## src/rtl/kfpga_config_pkg.sv

```systemverilog
// rtl/kfpga_config_pkg.sv - shared constants, state enum and CRC parameters for the config loader
package kfpga_config_pkg;

    localparam int CONFIG_WIDTH = 1746;
    localparam int WORD_WIDTH   = 32;
    localparam int WORD_COUNT   = (CONFIG_WIDTH + WORD_WIDTH - 1) / WORD_WIDTH;
    localparam int SHIFT_WIDTH  = WORD_COUNT * WORD_WIDTH;

    localparam logic [5:0] LAST_WORD = 6'(WORD_COUNT - 1);

    localparam logic [15:0] CRC_POLY = 16'h1021;
    localparam logic [15:0] CRC_INIT = 16'hFFFF;

    typedef enum logic [2:0] {
        ST_IDLE,
        ST_LOAD,
        ST_CHECK,
        ST_DONE,
        ST_ERROR
    } cfg_state_t;

endpackage

```

## src/rtl/crc16_word.sv

```systemverilog
// rtl/crc16_word.sv - combinational CRC-16-CCITT update over one 32-bit word, MSB first
module crc16_word
    import kfpga_config_pkg::*;
(
    input  logic [15:0]           crc_in,
    input  logic [WORD_WIDTH-1:0] data,
    output logic [15:0]           crc_out
);

    logic [15:0] crc_acc;

    always_comb begin
        crc_acc = crc_in;
        for (int i = WORD_WIDTH - 1; i >= 0; i--) begin
            crc_acc = {crc_acc[14:0], 1'b0} ^ ((crc_acc[15] ^ data[i]) ? CRC_POLY : 16'h0000);
        end
        crc_out = crc_acc;
    end

endmodule

```

## src/rtl/config_loader.sv

```systemverilog
// rtl/config_loader.sv - streams 32-bit words into the 1746-bit grid config; CONFIG_LOADER_CRC_EN adds a CRC-16 check word
module config_loader
    import kfpga_config_pkg::*;
(
    input  logic                    clock,
    input  logic                    nreset,
    input  logic                    cfg_start,
    input  logic [WORD_WIDTH-1:0]   s_data,
    input  logic                    s_valid,
    output logic                    s_ready,
    output logic [CONFIG_WIDTH-1:0] config_out,
    output logic                    grid_nreset,
    output logic                    cfg_done,
    output logic                    cfg_error
);

    cfg_state_t             state;
    cfg_state_t             state_next;
    logic [5:0]             word_cnt;
    logic [SHIFT_WIDTH-1:0] shreg;
    logic                   accept;
    logic                   last_word;

    assign accept    = s_valid && s_ready;
    assign last_word = (word_cnt == LAST_WORD);

`ifdef CONFIG_LOADER_CRC_EN
    logic [15:0] crc;
    logic [15:0] crc_next;
    logic        crc_match;

    crc16_word u_crc16_word (
        .crc_in  (crc),
        .data    (s_data),
        .crc_out (crc_next)
    );

    assign crc_match = (s_data[15:0] == crc);

    always_ff @(posedge clock or negedge nreset) begin
        if (!nreset) begin
            crc <= CRC_INIT;
        end else if (cfg_start) begin
            crc <= CRC_INIT;
        end else if (accept && state == ST_LOAD) begin
            crc <= crc_next;
        end
    end
`endif

    always_comb begin
        state_next = state;
        s_ready    = 1'b0;
        case (state)
            ST_LOAD: begin
                s_ready = 1'b1;
                if (accept && last_word) begin
`ifdef CONFIG_LOADER_CRC_EN
                    state_next = ST_CHECK;
`else
                    state_next = ST_DONE;
`endif
                end
            end
`ifdef CONFIG_LOADER_CRC_EN
            ST_CHECK: begin
                s_ready = 1'b1;
                if (accept) begin
                    state_next = crc_match ? ST_DONE : ST_ERROR;
                end
            end
`endif
            default: ;
        endcase
        // A restart overrides everything, including a word accepted in the same cycle.
        if (cfg_start) begin
            state_next = ST_LOAD;
        end
    end

    always_ff @(posedge clock or negedge nreset) begin
        if (!nreset) begin
            state    <= ST_IDLE;
            word_cnt <= '0;
            shreg    <= '0;
        end else begin
            state <= state_next;
            if (cfg_start) begin
                word_cnt <= '0;
            end else if (accept && state == ST_LOAD) begin
                shreg <= {s_data, shreg[SHIFT_WIDTH-1:WORD_WIDTH]};
                if (!last_word) begin
                    word_cnt <= word_cnt + 6'd1;
                end
            end
        end
    end

    assign config_out  = shreg[CONFIG_WIDTH-1:0];
    assign grid_nreset = (state == ST_DONE);
    assign cfg_done    = (state == ST_DONE);
`ifdef CONFIG_LOADER_CRC_EN
    assign cfg_error   = (state == ST_ERROR);
`else
    assign cfg_error   = 1'b0;
`endif

endmodule

```

## config.mk

```make
export PLATFORM = sky130hd
export DESIGN_NAME = config_loader
export DESIGN_NICKNAME = d
export VERILOG_FILES = /design/src/rtl/kfpga_config_pkg.sv /design/src/rtl/crc16_word.sv /design/src/rtl/config_loader.sv
export SDC_FILE = /design/constraint.sdc
export NUM_CORES = 2
export LEC_CHECK = 0
export CORE_AREA = 3 3 700 702
export DETAILED_ROUTE_END_ITERATION = 8
export DIE_AREA = 0 0 703 705
export GPL_TIMING_DRIVEN = 0
export PLACE_DENSITY_LB_ADDON = 0.12
export RECOVER_POWER = 100
export SLEW_MARGIN = 0
export SYNTH_ARGS = -nofsm -noshare
export SYNTH_HDL_FRONTEND = slang
export SYNTH_SLANG_ARGS = --single-unit
```

## constraint.sdc

```tcl
create_clock -name clock -period 3.09 [get_ports clock]
set_clock_uncertainty 0.05 [all_clocks]
set_input_delay 0.7725 -clock clock [delete_from_list [all_inputs] [get_ports clock]]
set_output_delay 0.7725 -clock clock [all_outputs]
set_load 0.03 [all_outputs]
```

# [Word-level counts from Yosys, hierarchy flattened]
# Index checks and enable logic that the tools add are counted.
[totals] ff_bits=1769 output_inout_bits=1750 elab_cells=25
[op_classes] add_sub_neg=1 eq_ne=4 mux=7 n_bitwise=1 n_reduce_logical=9
[op_table] operator="two-way mux 6 bit" count=3
[op_table] operator="two-way mux 3 bit" count=3
[op_table] operator="adder 6 x 1 -> 6 bit, second input constant" count=1
[op_table] operator="equality test 6 bit, second input constant" count=1
[op_table] operator="AND reduction 2 bit" count=3
[op_table] operator="nonzero test 2 bit" count=3
[op_table] operator="equality test 3 x 1 -> 1 bit, second input constant" count=1
[op_table] operator="equality test 3 x 2 -> 1 bit, second input constant" count=1
[op_table] operator="logical AND 1 bit" count=3
[op_table] operator="!= test 2 bit, second input constant" count=1
[op_table] operator="two-way mux 1 bit" count=1
[op_table] operator="inverter 1 bit" count=1

# [Logic depth before layout (Yosys ltp)]
[depth] word_depth=7 ltp_mapped=7

# [Worst setup path after synthesis]
# Ideal clock, no wire load.
[synth_timing] path_type="in2reg" startpoint="in cfg_start" endpoint="reg shreg[1342]" t_arrival_ps=1621 path_slack_ps=1303 cell_stages=7 n_path_buf=4 cell_sequence="nand4bb_1 > buf_2 > buf_2 > buf_4 > buf_2 > nand2_1 > nand2_1"
[synth_between] elab_chain_cells=2
[synth_lines] element="start, declared" line_no="config_loader.sv:7" text="input logic cfg_start,"
[synth_lines] element="inverter 1 bit (no line)"
[synth_lines] element="AND reduction 2 bit (no line)"
[synth_lines] element="end signal, assigned" line_no="config_loader.sv:91" text="shreg <= {s_data, shreg[SHIFT_WIDTH-1:WORD_WIDTH]};"
[synth_lines] element="end, declared" line_no="config_loader.sv:20" text="logic [SHIFT_WIDTH-1:0] shreg;"
# No other way between the ends.
# A chain may end at the register's enable or synchronous reset.

# [Worst setup path after layout]
[layout_timing] startpoint="reg shreg[1612]" endpoint="out config_out[1612]"
[layout_lines] element="end, declared" line_no="config_loader.sv:11" text="output logic [CONFIG_WIDTH-1:0] config_out,"
# No word-level cell between the ends.

==> metrics.txt <==
post-route cell area 0.113 mm2; share of post-route cells with drive strength above 1 21.0%; register bit total from synthesis 1768; die height 705 um; final non-filler cell total 17954; wire length reported by the detailed router 456000 um; ordered cell list for the critical path buf_2 > buf_4 > dlygate4sd2_1; fin. max-slew vios 530; count of endpoints failing setup in the final report 0; count of vias placed by the detailed router 63437; internal power 44.6 mW; total clock buffers created by CTS 235; worst setup path end config_out[1612]; RR Startpoint state[1]$_DFFE_PN0P_; horizontal die dimension 703 um; class of the worst hold path input port to register; number of fill cells 54152; Mapped Cells 9228; fraction of power consumed by sequential logic 40.3%; vias per cell 3.53; CP Depth 3; total power 65.3 mW; iteration count of the initial detailed-routing pass 5; Finished Core Util 23.2%; total half-perimeter wirelength after legalization and detailed placement 367000 um; Overflow after GRT 0; number of buffer and inverter instances along the worst setup path 3; First DRT Iteration DRCs 3716; worst flop-to-flop path endpoint shreg[1541]$_DFFE_PN0P_; max capacitance violation total 6; post-synthesis average cell area 8.70 um2; DRC violation count after routing 0; Placed Cells 17475; clock period minus worst slack 3.01 ns; run status finished with violations; CTS clk-pin slew, worst paths 0.06 ns; endpoints failing hold 0; Crit path required time 2.27 ns; combined global-route utilization of all metal layers 18.0%; area used by sequential logic in the layout 0.0443 mm2; Row Count 256; family with the most delay on the worst path buffers and inverters; Post-Synthesis Cell Area 0.0803 mm2; Worst Path Arrival 2.19 ns; later-pin clock latency in the skew report 0.94 ns; share of the yosys chip area belonging to registers 55.1%; upper clock frequency limit 332 MHz; wire length of the first global-routing pass 610000 um; category of the worst setup path capture point output pin; commonest cells after routing, fill and taps aside sky130_fd_sc_hd__nand2_1 (5281), sky130_fd_sc_hd__dfrtp_1 (1708), sky130_fd_sc_hd__clkbuf_4 (1266); maximum single-stage delay on the critical path 0.40 ns; number of antenna-violating nets in the routed design 0; Comb pwr share 16.6%; leakage power figure 64.2 nW; final worst hold slack 0.309 ns; IR Drop Worst-Case VDD 0.498 mV; ports placed on the boundary 1786; Critical-path top delay cell sky130_fd_sc_hd__dlygate4sd2_1; Net Count, Synth 9266; net switching share of the total power 31.7%; leading cell type in the layout, fill and taps excluded sky130_fd_sc_hd__nand2_1; worst relative slew slack -54.0%; CTS Root Buffer Type sky130_fd_sc_hd__clkbuf_16; violated checks max-capacitance violations, max-slew violations; Setup crit start shreg[1612]$_DFFE_PN0P_; Worst Tran Pin Value 2.31 ns; yosys synthesis warning count 0; # port buffers 1784; die footprint 0.496 mm2; H-tree depth 4; multi-input logic area 0.0201 mm2; net load switching power 20.7 mW; # nets final 11339; Reg2Reg Depth 7; maximum number of pins on one net before global-route repair 144; number of global-route vias before repair 66187; power density normalized to cell area 580 mW/mm2; clock tree from TritonCTS done; Yosys cell types 31; start-to-end type of the worst setup path register to output pin; period utilization 97.4%; total number of clock tree sinks 1768; reg-to-reg setup timing slack 0.19 ns; clock share of power 43.1%; Core Region 0.485 mm2; maximum clock path buffer count 4; effective utilization at floorplan 16.6%; initial antenna violation count 17; critical path startpoint category register; Max FO, Critical Path 2; area after detailed placement 0.107 mm2; Area growth, synth to finish 40.2%; routed len/inst 25.4 um; Final Wtd Congestion 0.826
==> sequential cells by signal (all words and copies together) (netlist names) <==
name	flops
shreg	1760
word_cnt	6
state	2
==> worst reg2reg max path: stages, from the launching register on <==
cell	delay [ns]
sky130_fd_sc_hd__dfrtp_1	0.43
sky130_fd_sc_hd__nand4bb_1	0.16
sky130_fd_sc_hd__buf_2	0.32
sky130_fd_sc_hd__clkbuf_2	0.71
sky130_fd_sc_hd__clkbuf_2	0.56
sky130_fd_sc_hd__buf_2	0.41
sky130_fd_sc_hd__nand2_1	0.12
sky130_fd_sc_hd__nand2_1	0.07
==> logic make-up (layout without fill, tap and decap cells) <==
group	after synthesis	after routing	synth area share (%)
buf+inv	2145	4406	19.9
mux	2	2	0.0280
simple gates	5300	5300	24.8
fa+ha+maj	2	2	0.0312
compound gates	10	10	0.0841
other cells	1	16	0.00467
flops	1768	1768	55.1
==> cell usage after synthesis (all sizes together) <==
library cell  instances  area share [%]
nor2b                 2           0.016
nand3                 1          0.0062
or4                   2           0.019
conb                  1          0.0047
and3b                 1           0.011
ha                    2           0.031
o21ai                 2           0.012
o211a                 1           0.012
a211oi                1          0.0094
a21oi                 3           0.019
nand4                 2           0.016
inv                   3           0.014
a31oi                 1          0.0078
and4                  1           0.011
o2111a                1           0.014
o31ai                 1          0.0094
and4bb                1           0.016
and2                  1          0.0078
or2                   1          0.0078
nand3b                1          0.0094
buf                2116              20
clkbuf               26            0.12
nor3                  1          0.0062
dfrtp              1768              55
mux2                  2           0.028
nor2                  4           0.019
nand2              5281              25
nand4bb               1           0.014
==> through the flow <==
step	setup TNS, ns	setup WS, ns
2_1_floorplan	0	1.30
3_3_place_gp	-	-95.39
3_5_place_dp	-1355.90	-1.74
4_1_cts	0	0.0000602
5_1_grt	-0.0272	-0.00889
6_report	0	0.0799
==> worst min-delay path by stage <==
stage / slack, ns / depth (start not counted) / start / endpoint
global placement: 0.41 / 2 / shreg[1747]$_DFFE_PN0P_ / shreg[1715]$_DFFE_PN0P_
detailed placement: 0.40 / 2 / shreg[1756]$_DFFE_PN0P_ / shreg[1724]$_DFFE_PN0P_
finish: 0.31 / 3 / s_data[13] / shreg[1741]$_DFFE_PN0P_
global route: 0.24 / 3 / s_data[24] / shreg[1752]$_DFFE_PN0P_
floorplan: 0.39 / 2 / shreg[1746]$_DFFE_PN0P_ / shreg[1714]$_DFFE_PN0P_
CTS: -0.07 / 2 / nreset / shreg[1331]$_DFFE_PN0P_
==> power by group through the flow <==
stage	Combinational, mW	Sequential [mW]	Clock (mW)
after floorplan	6.43	25.7	0
after global placement	11.3	27.1	0
after detailed placement	11.6	26.9	0
after CTS	11.4	26.5	29.3
after global routing	11.6	26.5	30.0
final	10.8	26.3	28.2
==> final cells by class <==
cell class | instances | area share [%]
diodes | 15 | 0.0333
clock inverters | 55 | 0.617
inverters | 3 | 0.0100
plain buffers | 2142 | 13.6
flip-flops and latches | 1768 | 39.4
multi-input cells | 5315 | 17.8
well taps | 6450 | 7.17
clock buffers | 370 | 6.31
repair buffers | 1836 | 15.0
==> layer usage <==
metal | share of wire, % | track usage (%) | routed length (um)
met5 | 0 | 0 | 0
met4 | 3.1 | 4.43 | 14300
met3 | 7.0 | 5.16 | 31900
met2 | 53 | 33.9 | 242000
met1 | 37 | 19.4 | 168000
==> timing repair <==
item / in CTS / in global routing
hold endpoints to repair: 62 / 8
gates resized for setup: 1434 / 13
setup buffers: 21 / 0
hold buffers: 9 / 4
setup endpoints to repair: 1437 / 83
cloned: 4 / 1
Note: power is estimated with default switching activity, not from simulation.
